===== src/rtl/sram_port_arbiter_pkg.sv =====
// rtl/sram_port_arbiter_pkg.sv - shared types for the SRAM port arbiter
//
// Purpose: grant encoding and the SRAM request record used by the arbiter top.
// Ports: none (package).
package sram_port_arbiter_pkg;

    localparam int SRAM_ADDR_W = 10;
    localparam int SRAM_DATA_W = 64;

    typedef enum logic [1:0] {
        GNT_NONE,
        GNT_RD,
        GNT_WR
    } gnt_e;

    // One cycle's drive onto the macro pins; ceb/web are active low.
    typedef struct packed {
        logic                   ceb;
        logic                   web;
        logic [SRAM_ADDR_W-1:0] addr;
        logic [SRAM_DATA_W-1:0] data;
    } sram_req_t;

endpackage


===== src/rtl/sram_port_arbiter_if.sv =====
// rtl/sram_port_arbiter_if.sv - requester, response and SRAM macro signal bundle
//
// Purpose: groups the write/read request handshakes, the read response
//          handshake and the SRAM macro pins.
// Modports: slave  - arbiter side (takes requests, drives grants, response, macro pins)
//           master - requester/environment side (the mirror image)
interface sram_port_arbiter_if #(
    parameter int ADDR_W = 10,
    parameter int DATA_W = 64
);

    logic              w_valid;
    logic              w_ready;
    logic [ADDR_W-1:0] w_addr;
    logic [DATA_W-1:0] w_data;

    logic              r_valid;
    logic              r_ready;
    logic [ADDR_W-1:0] r_addr;

    logic              resp_valid;
    logic              resp_ready;
    logic [DATA_W-1:0] resp_data;

    logic              sram_ceb;
    logic              sram_web;
    logic [ADDR_W-1:0] sram_a;
    logic [DATA_W-1:0] sram_d;
    logic [DATA_W-1:0] sram_q;

    modport slave (
        input  w_valid, w_addr, w_data, r_valid, r_addr, resp_ready, sram_q,
        output w_ready, r_ready, resp_valid, resp_data,
               sram_ceb, sram_web, sram_a, sram_d
    );

    modport master (
        output w_valid, w_addr, w_data, r_valid, r_addr, resp_ready, sram_q,
        input  w_ready, r_ready, resp_valid, resp_data,
               sram_ceb, sram_web, sram_a, sram_d
    );

endinterface


===== src/rtl/sram_resp_fifo.sv =====
// rtl/sram_resp_fifo.sv - 2-entry read response buffer
//
// Purpose: holds SRAM read data until the response consumer takes it.
// Ports: clock, reset_n (async active low); push/push_data capture an entry;
//        pop releases the head; count = occupancy 0..2; head_data = oldest entry.
// The caller never pushes when full (without a pop) nor pops when empty.
module sram_resp_fifo #(
    parameter int DATA_W = 64
) (
    input  logic              clock,
    input  logic              reset_n,
    input  logic              push,
    input  logic [DATA_W-1:0] push_data,
    input  logic              pop,
    output logic [1:0]        count,
    output logic [DATA_W-1:0] head_data
);

    logic [DATA_W-1:0] mem [2];
    logic              wr_ptr;
    logic              rd_ptr;

    always_ff @(posedge clock or negedge reset_n) begin
        if (!reset_n) begin
            mem[0] <= '0;
            mem[1] <= '0;
            wr_ptr <= 1'b0;
            rd_ptr <= 1'b0;
            count  <= 2'd0;
        end else begin
            if (push) begin
                mem[wr_ptr] <= push_data;
                wr_ptr      <= ~wr_ptr;
            end
            if (pop) begin
                rd_ptr <= ~rd_ptr;
            end
            case ({push, pop})
                2'b10:   count <= count + 2'd1;
                2'b01:   count <= count - 2'd1;
                default: count <= count;
            endcase
        end
    end

    assign head_data = mem[rd_ptr];

endmodule


===== src/rtl/sram_port_arbiter.sv =====
// rtl/sram_port_arbiter.sv - single-port SRAM shared by one writer and one reader
//
// Purpose: grants at most one SRAM access per cycle, reads preferred but a
//          write wins after MAX_RD_STREAK consecutive read grants while it waits.
//          Read data lands in a 2-entry response buffer two cycles after grant.
// Ports: clock, reset_n (async active low); bus (slave modport) carries the
//        w_*/r_* request handshakes, resp_* response handshake and sram_* pins.
module sram_port_arbiter
    import sram_port_arbiter_pkg::*;
#(
    parameter int ADDR_W        = SRAM_ADDR_W,
    parameter int DATA_W        = SRAM_DATA_W,
    parameter int MAX_RD_STREAK = 4
) (
    input  logic                clock,
    input  logic                reset_n,
    sram_port_arbiter_if.slave  bus
);

    localparam int STREAK_W = $clog2(MAX_RD_STREAK + 1);

    gnt_e              gnt;
    sram_req_t         req;
    sram_req_t         last_req;
    logic              inflight;
    logic [STREAK_W-1:0] streak;
    logic [1:0]        count;
    logic [DATA_W-1:0] head_data;
    logic              resp_fire;
    logic              rd_elig;
    logic              streak_full;
    logic [ADDR_W-1:0] gnt_addr;

    assign resp_fire   = bus.resp_valid && bus.resp_ready;
    assign streak_full = (streak == STREAK_W'(MAX_RD_STREAK));

    // A read may issue only if it still fits in the buffer once this
    // cycle's pop is accounted for, counting the read already in flight.
    assign rd_elig = bus.r_valid &&
                     (({1'b0, count} + {2'b00, inflight}) < (3'd2 + {2'b00, resp_fire}));

    always_comb begin
        gnt = GNT_NONE;
        // Grants are held off while reset is asserted so the ready outputs
        // and macro pins sit at their idle values.
        if (reset_n) begin
            if (bus.w_valid && (!rd_elig || streak_full)) begin
                gnt = GNT_WR;
            end else if (rd_elig) begin
                gnt = GNT_RD;
            end
        end
    end

    assign gnt_addr = (gnt == GNT_WR) ? bus.w_addr : bus.r_addr;

    // Address/data pins keep their last driven value when idle.
    always_comb begin
        req     = last_req;
        req.ceb = 1'b1;
        req.web = 1'b1;
        case (gnt)
            GNT_WR: begin
                req.ceb  = 1'b0;
                req.web  = 1'b0;
                req.addr = gnt_addr;
                req.data = bus.w_data;
            end
            GNT_RD: begin
                req.ceb  = 1'b0;
                req.addr = gnt_addr;
            end
            default: ;
        endcase
    end

    always_ff @(posedge clock or negedge reset_n) begin
        if (!reset_n) begin
            last_req <= '{ceb: 1'b1, web: 1'b1, addr: '0, data: '0};
            inflight <= 1'b0;
            streak   <= '0;
        end else begin
            last_req <= req;
            inflight <= (gnt == GNT_RD);
            if (gnt == GNT_WR || !bus.w_valid) begin
                streak <= '0;
            end else if (gnt == GNT_RD && !streak_full) begin
                streak <= streak + 1'b1;
            end
        end
    end

    // sram_q is only meaningful the cycle after a read issue.
    sram_resp_fifo #(.DATA_W(DATA_W)) u_resp_fifo (
        .clock     (clock),
        .reset_n   (reset_n),
        .push      (inflight),
        .push_data (bus.sram_q),
        .pop       (resp_fire),
        .count     (count),
        .head_data (head_data)
    );

    assign bus.w_ready    = (gnt == GNT_WR);
    assign bus.r_ready    = (gnt == GNT_RD);
    assign bus.resp_valid = (count != 2'd0);
    assign bus.resp_data  = head_data;
    assign bus.sram_ceb   = req.ceb;
    assign bus.sram_web   = req.web;
    assign bus.sram_a     = req.addr;
    assign bus.sram_d     = req.data;

endmodule


===== src/flat_wrapper.sv =====
// flat-port wrapper written by rule: the top's interface ports become plain ports
module sram_port_arbiter_flat import sram_port_arbiter_pkg::*;
#(
    parameter int ADDR_W        = SRAM_ADDR_W,
    parameter int DATA_W        = SRAM_DATA_W,
    parameter int MAX_RD_STREAK = 4
)
  (clock, reset_n, bus_w_valid, bus_w_addr, bus_w_data, bus_r_valid, bus_r_addr, bus_resp_ready, bus_sram_q, bus_w_ready, bus_r_ready, bus_resp_valid, bus_resp_data, bus_sram_ceb, bus_sram_web, bus_sram_a, bus_sram_d);
  sram_port_arbiter_if #(.ADDR_W(ADDR_W), .DATA_W(DATA_W)) bus_i ();
  input  logic clock;
  input  logic reset_n;
  input wire logic [$bits(bus_i.w_valid)-1:0] bus_w_valid;
  input wire logic [$bits(bus_i.w_addr)-1:0] bus_w_addr;
  input wire logic [$bits(bus_i.w_data)-1:0] bus_w_data;
  input wire logic [$bits(bus_i.r_valid)-1:0] bus_r_valid;
  input wire logic [$bits(bus_i.r_addr)-1:0] bus_r_addr;
  input wire logic [$bits(bus_i.resp_ready)-1:0] bus_resp_ready;
  input wire logic [$bits(bus_i.sram_q)-1:0] bus_sram_q;
  output wire logic [$bits(bus_i.w_ready)-1:0] bus_w_ready;
  output wire logic [$bits(bus_i.r_ready)-1:0] bus_r_ready;
  output wire logic [$bits(bus_i.resp_valid)-1:0] bus_resp_valid;
  output wire logic [$bits(bus_i.resp_data)-1:0] bus_resp_data;
  output wire logic [$bits(bus_i.sram_ceb)-1:0] bus_sram_ceb;
  output wire logic [$bits(bus_i.sram_web)-1:0] bus_sram_web;
  output wire logic [$bits(bus_i.sram_a)-1:0] bus_sram_a;
  output wire logic [$bits(bus_i.sram_d)-1:0] bus_sram_d;
  assign bus_i.w_valid = bus_w_valid;
  assign bus_i.w_addr = bus_w_addr;
  assign bus_i.w_data = bus_w_data;
  assign bus_i.r_valid = bus_r_valid;
  assign bus_i.r_addr = bus_r_addr;
  assign bus_i.resp_ready = bus_resp_ready;
  assign bus_i.sram_q = bus_sram_q;
  assign bus_w_ready = bus_i.w_ready;
  assign bus_r_ready = bus_i.r_ready;
  assign bus_resp_valid = bus_i.resp_valid;
  assign bus_resp_data = bus_i.resp_data;
  assign bus_sram_ceb = bus_i.sram_ceb;
  assign bus_sram_web = bus_i.sram_web;
  assign bus_sram_a = bus_i.sram_a;
  assign bus_sram_d = bus_i.sram_d;
  sram_port_arbiter #(.ADDR_W(ADDR_W), .DATA_W(DATA_W), .MAX_RD_STREAK(MAX_RD_STREAK)) u_core (.clock(clock), .reset_n(reset_n), .bus(bus_i));
endmodule

===== config.mk =====
export PLATFORM = sky130hd
export DESIGN_NAME = sram_port_arbiter_flat
export DESIGN_NICKNAME = d
export VERILOG_FILES = /design/src/rtl/sram_port_arbiter_pkg.sv /design/src/rtl/sram_port_arbiter_if.sv /design/src/rtl/sram_resp_fifo.sv /design/src/rtl/sram_port_arbiter.sv /design/src/flat_wrapper.sv
export SDC_FILE = /design/constraint.sdc
export NUM_CORES = 1
export LEC_CHECK = 0
export ABC_AREA = 1
export CAP_MARGIN = 40
export CORE_MARGIN = 2
export CORE_UTILIZATION = 25
export CTS_CLUSTER_DIAMETER = 100
export CTS_CLUSTER_SIZE = 10
export DETAILED_ROUTE_END_ITERATION = 12
export GPL_TIMING_DRIVEN = 0
export SYNTH_ARGS = -nofsm -noshare
export SYNTH_HDL_FRONTEND = slang
export SYNTH_SLANG_ARGS = --single-unit

===== constraint.sdc =====
create_clock -name clock -period 3.5 [get_ports clock]
set_input_delay 0.7 -clock clock [delete_from_list [all_inputs] [get_ports clock]]
set_output_delay 0.7 -clock clock [all_outputs]
set_load 0.1 [all_outputs]

==> flow_summary.ini <==
[sta]
slew_viol_final = 0
fin_ws_ns = 0.1215
tns_ns = 0
max_slew_margin_pct = 61.18
period_needed_ns = 3.379
tightest_slew_ns = 0.5823
setup_viol = 0
min_period_over_period_pct = 96.53
fmax_mhz = 296.0
finalClockSkew_ns = 0.009197
hold_viol = 0

[drt]
drt-initial-drc-count = 457
drc_errors = 0
first_pass_iters = 5
drt.antenna.violating_nets = 0
routedWlPerCell_um = 16.94
routed_wl_um = 32720
vias = 8552
via_per_inst = 4.429

[placed_design]
hpwl_um = 23630
io_buffers = 295
place_congestion = 0.7948
dpl.cell_count = 1967
pre_cts_ws_ns = -0.9296

[yosys]
synth_cell_types = 21
ys_ff_latch = 210
synth_cells = 1066
synth_seq_area_share_pct = 57.84
synth_area_um2 = 9086
avgSynthCellArea_um2 = 8.524
synthesis.nets = 1226
ys_warn_count = 0

[critical_path]
crit_path_start_kind = flip-flop
ff2ff_setup_slack_ns = 1.34
cp-endpoint = bus_sram_d[52]
crit_start = u_core.u_resp_fifo.count[0]$_DFFE_PN0P_
end_kind = output pin
rr_endpoint = u_core.last_req[51]$_DFF_PN0_
reg2reg_depth = 13
crit_required_ns = 2.80
r2r-start = u_core.u_resp_fifo.count[0]$_DFFE_PN0P_
cp.arrival_ns = 2.68
critPathKind = reg2out
critPathMaxFanout = 10

[clock_network]
postCtsHoldBufs = 0
clk_latency_ns = 0.51
clkSlewWorstSetupHoldPaths_ns = 0.06
cts-htree-levels = 1
clockBufferDepth = 3
cts_buffers = 24
clockRootBuffer = clkbuf_16
cts_tree = yes
cts.sinks = 210

[finish]
final_common_cell = nand2_1
fillCellCount = 3203
stdcell_count = 1931
mostFrequentLayoutCells = nand2_1, clkdlybuf4s50_1, dfrtp_1, inv_1, o21ai_0
drive_gt1_share_pct = 25.46
nNetsFinal = 1630
area_delta_synth_final_pct = 78.72

[floorplan]
initial_core_util_pct = 25.48
die_y_um = 194.6
fp-row-count = 69
io_pins = 296
core-area_um2 = 35660
die_area_um2 = 37890
die_w_um = 194.6

[grt]
grt_max_degree = 85
first_global_vias = 9202
grt.total_usage_pct = 17.36
grt_remaining_overflow = 0
antenna_found_initial = 3
grt_pass1_wl_um = 51710

[run]
cap_violations = 0

[hold_path]
min_path_type = in2async

[status]
outcome = complete, no violations
[flip-flops by register name, summed over array words and instances, names as in the netlist]
name and count:
u_core.u_resp_fifo.mem 128, u_core.last_req 74, u_core.streak 3, u_core.u_resp_fifo.count 2, u_core.inflight 1, u_core.u_resp_fifo.rd_ptr 1
u_core.u_resp_fifo.wr_ptr 1
[metal layers]
metal  up-vias  GRT usage [%]  part of all wire, %
met1      4092          22.43                   42
met5         -              0                0.064
met3        47          4.477                  7.8
met4         4          3.390                  1.9
met2       325          29.42                   48
li1       4084              -                    -
[area by class of cell]
cell class / instances / area, um^2 / area share (%)
well taps: 461 / 576.8 / 3.552
inverters: 78 / 296.5 / 1.826
flip-flops and latches: 210 / 5255 / 32.36
multi-input cells: 719 / 3600 / 22.17
diodes: 1 / 2.502 / 0.01541
plain buffers: 56 / 450.4 / 2.774
repair buffers: 381 / 5433 / 33.45
clock buffers: 25 / 625.6 / 3.852
[cell usage after synthesis (all sizes together)]
cell type	n	share of area (%)
nand2	531	22
dfrtp	210	58
o21ai	131	9.5
inv	77	3.2
buf	39	2.9
a21oi	21	1.2
clkbuf	20	0.83
nor2	17	0.70
ha	7	0.96
nand3	5	0.28
xor2	3	0.29
clkinv	1	0.041
o2111ai	1	0.096
o211ai	1	0.083
or2	1	0.096
xnor2	1	0.096
[worst min-delay path by stage]
| stage | from | to | slack [ns] |
|---|---|---|---|
| 2_1_floorplan | reset_n | u_core.inflight$_DFF_PN0_ | 0.40 |
| 3_3_place_gp | u_core.last_req[4]$_DFF_PN0_ | u_core.last_req[4]$_DFF_PN0_ | 0.45 |
| 3_5_place_dp | u_core.last_req[17]$_DFF_PN0_ | u_core.last_req[17]$_DFF_PN0_ | 0.45 |
| 4_1_cts | reset_n | u_core.u_resp_fifo.mem[28]$_DFFE_PN0P_ | 0.007 |
| 5_1_grt | reset_n | u_core.u_resp_fifo.mem[30]$_DFFE_PN0P_ | 0.01 |
| 6_report | reset_n | u_core.u_resp_fifo.mem[30]$_DFFE_PN0P_ | 0.03 |
[cell families after synthesis]
group,after synthesis,synth area share (%)
adder cells (fa/ha/maj),7,0.9639
AND/OR/NAND/NOR,554,23.01
flip-flops,210,57.84
buffers and inverters,137,6.981
AO/OA/AOI/OAI,154,10.82
XOR/XNOR,4,0.3856
[critical path, stage by stage (launching register included)]
cell and delay, ns:
dfrtp_1 0.38, ha_2 0.20, ha_4 0.26, nand2_2 0.07, nand3_2 0.07, nand2_1 0.06
nor2_2 0.13, ha_4 0.20, buf_12 0.13, buf_4 0.11, buf_8 0.13, nand2_1 0.09
nand2_2 0.13, buf_16 0.18
[stage by stage]
step           utilization, %  instance area (um^2)  hold WS, ns
3_5_place_dp            44.29                 15790       0.4516
3_3_place_gp            36.10                 12870       0.4499
4_1_cts                 45.22                 16120     0.006725
5_1_grt                 45.54                 16240      0.01209
6_report                45.55                 16240      0.03308
2_1_floorplan               -                  9340       0.4044
[repair_timing]
action	in CTS	in global routing
pin swaps	5	11
setup endpoints to repair	82	70
cloned	1	0
gates resized for setup	94	31
hold endpoints to repair	0	0
buffers inserted	10	6
Power is left out: the tool's default activity adds up to more than one toggle a clock period on the data nets, which glitch-free logic cannot reach.
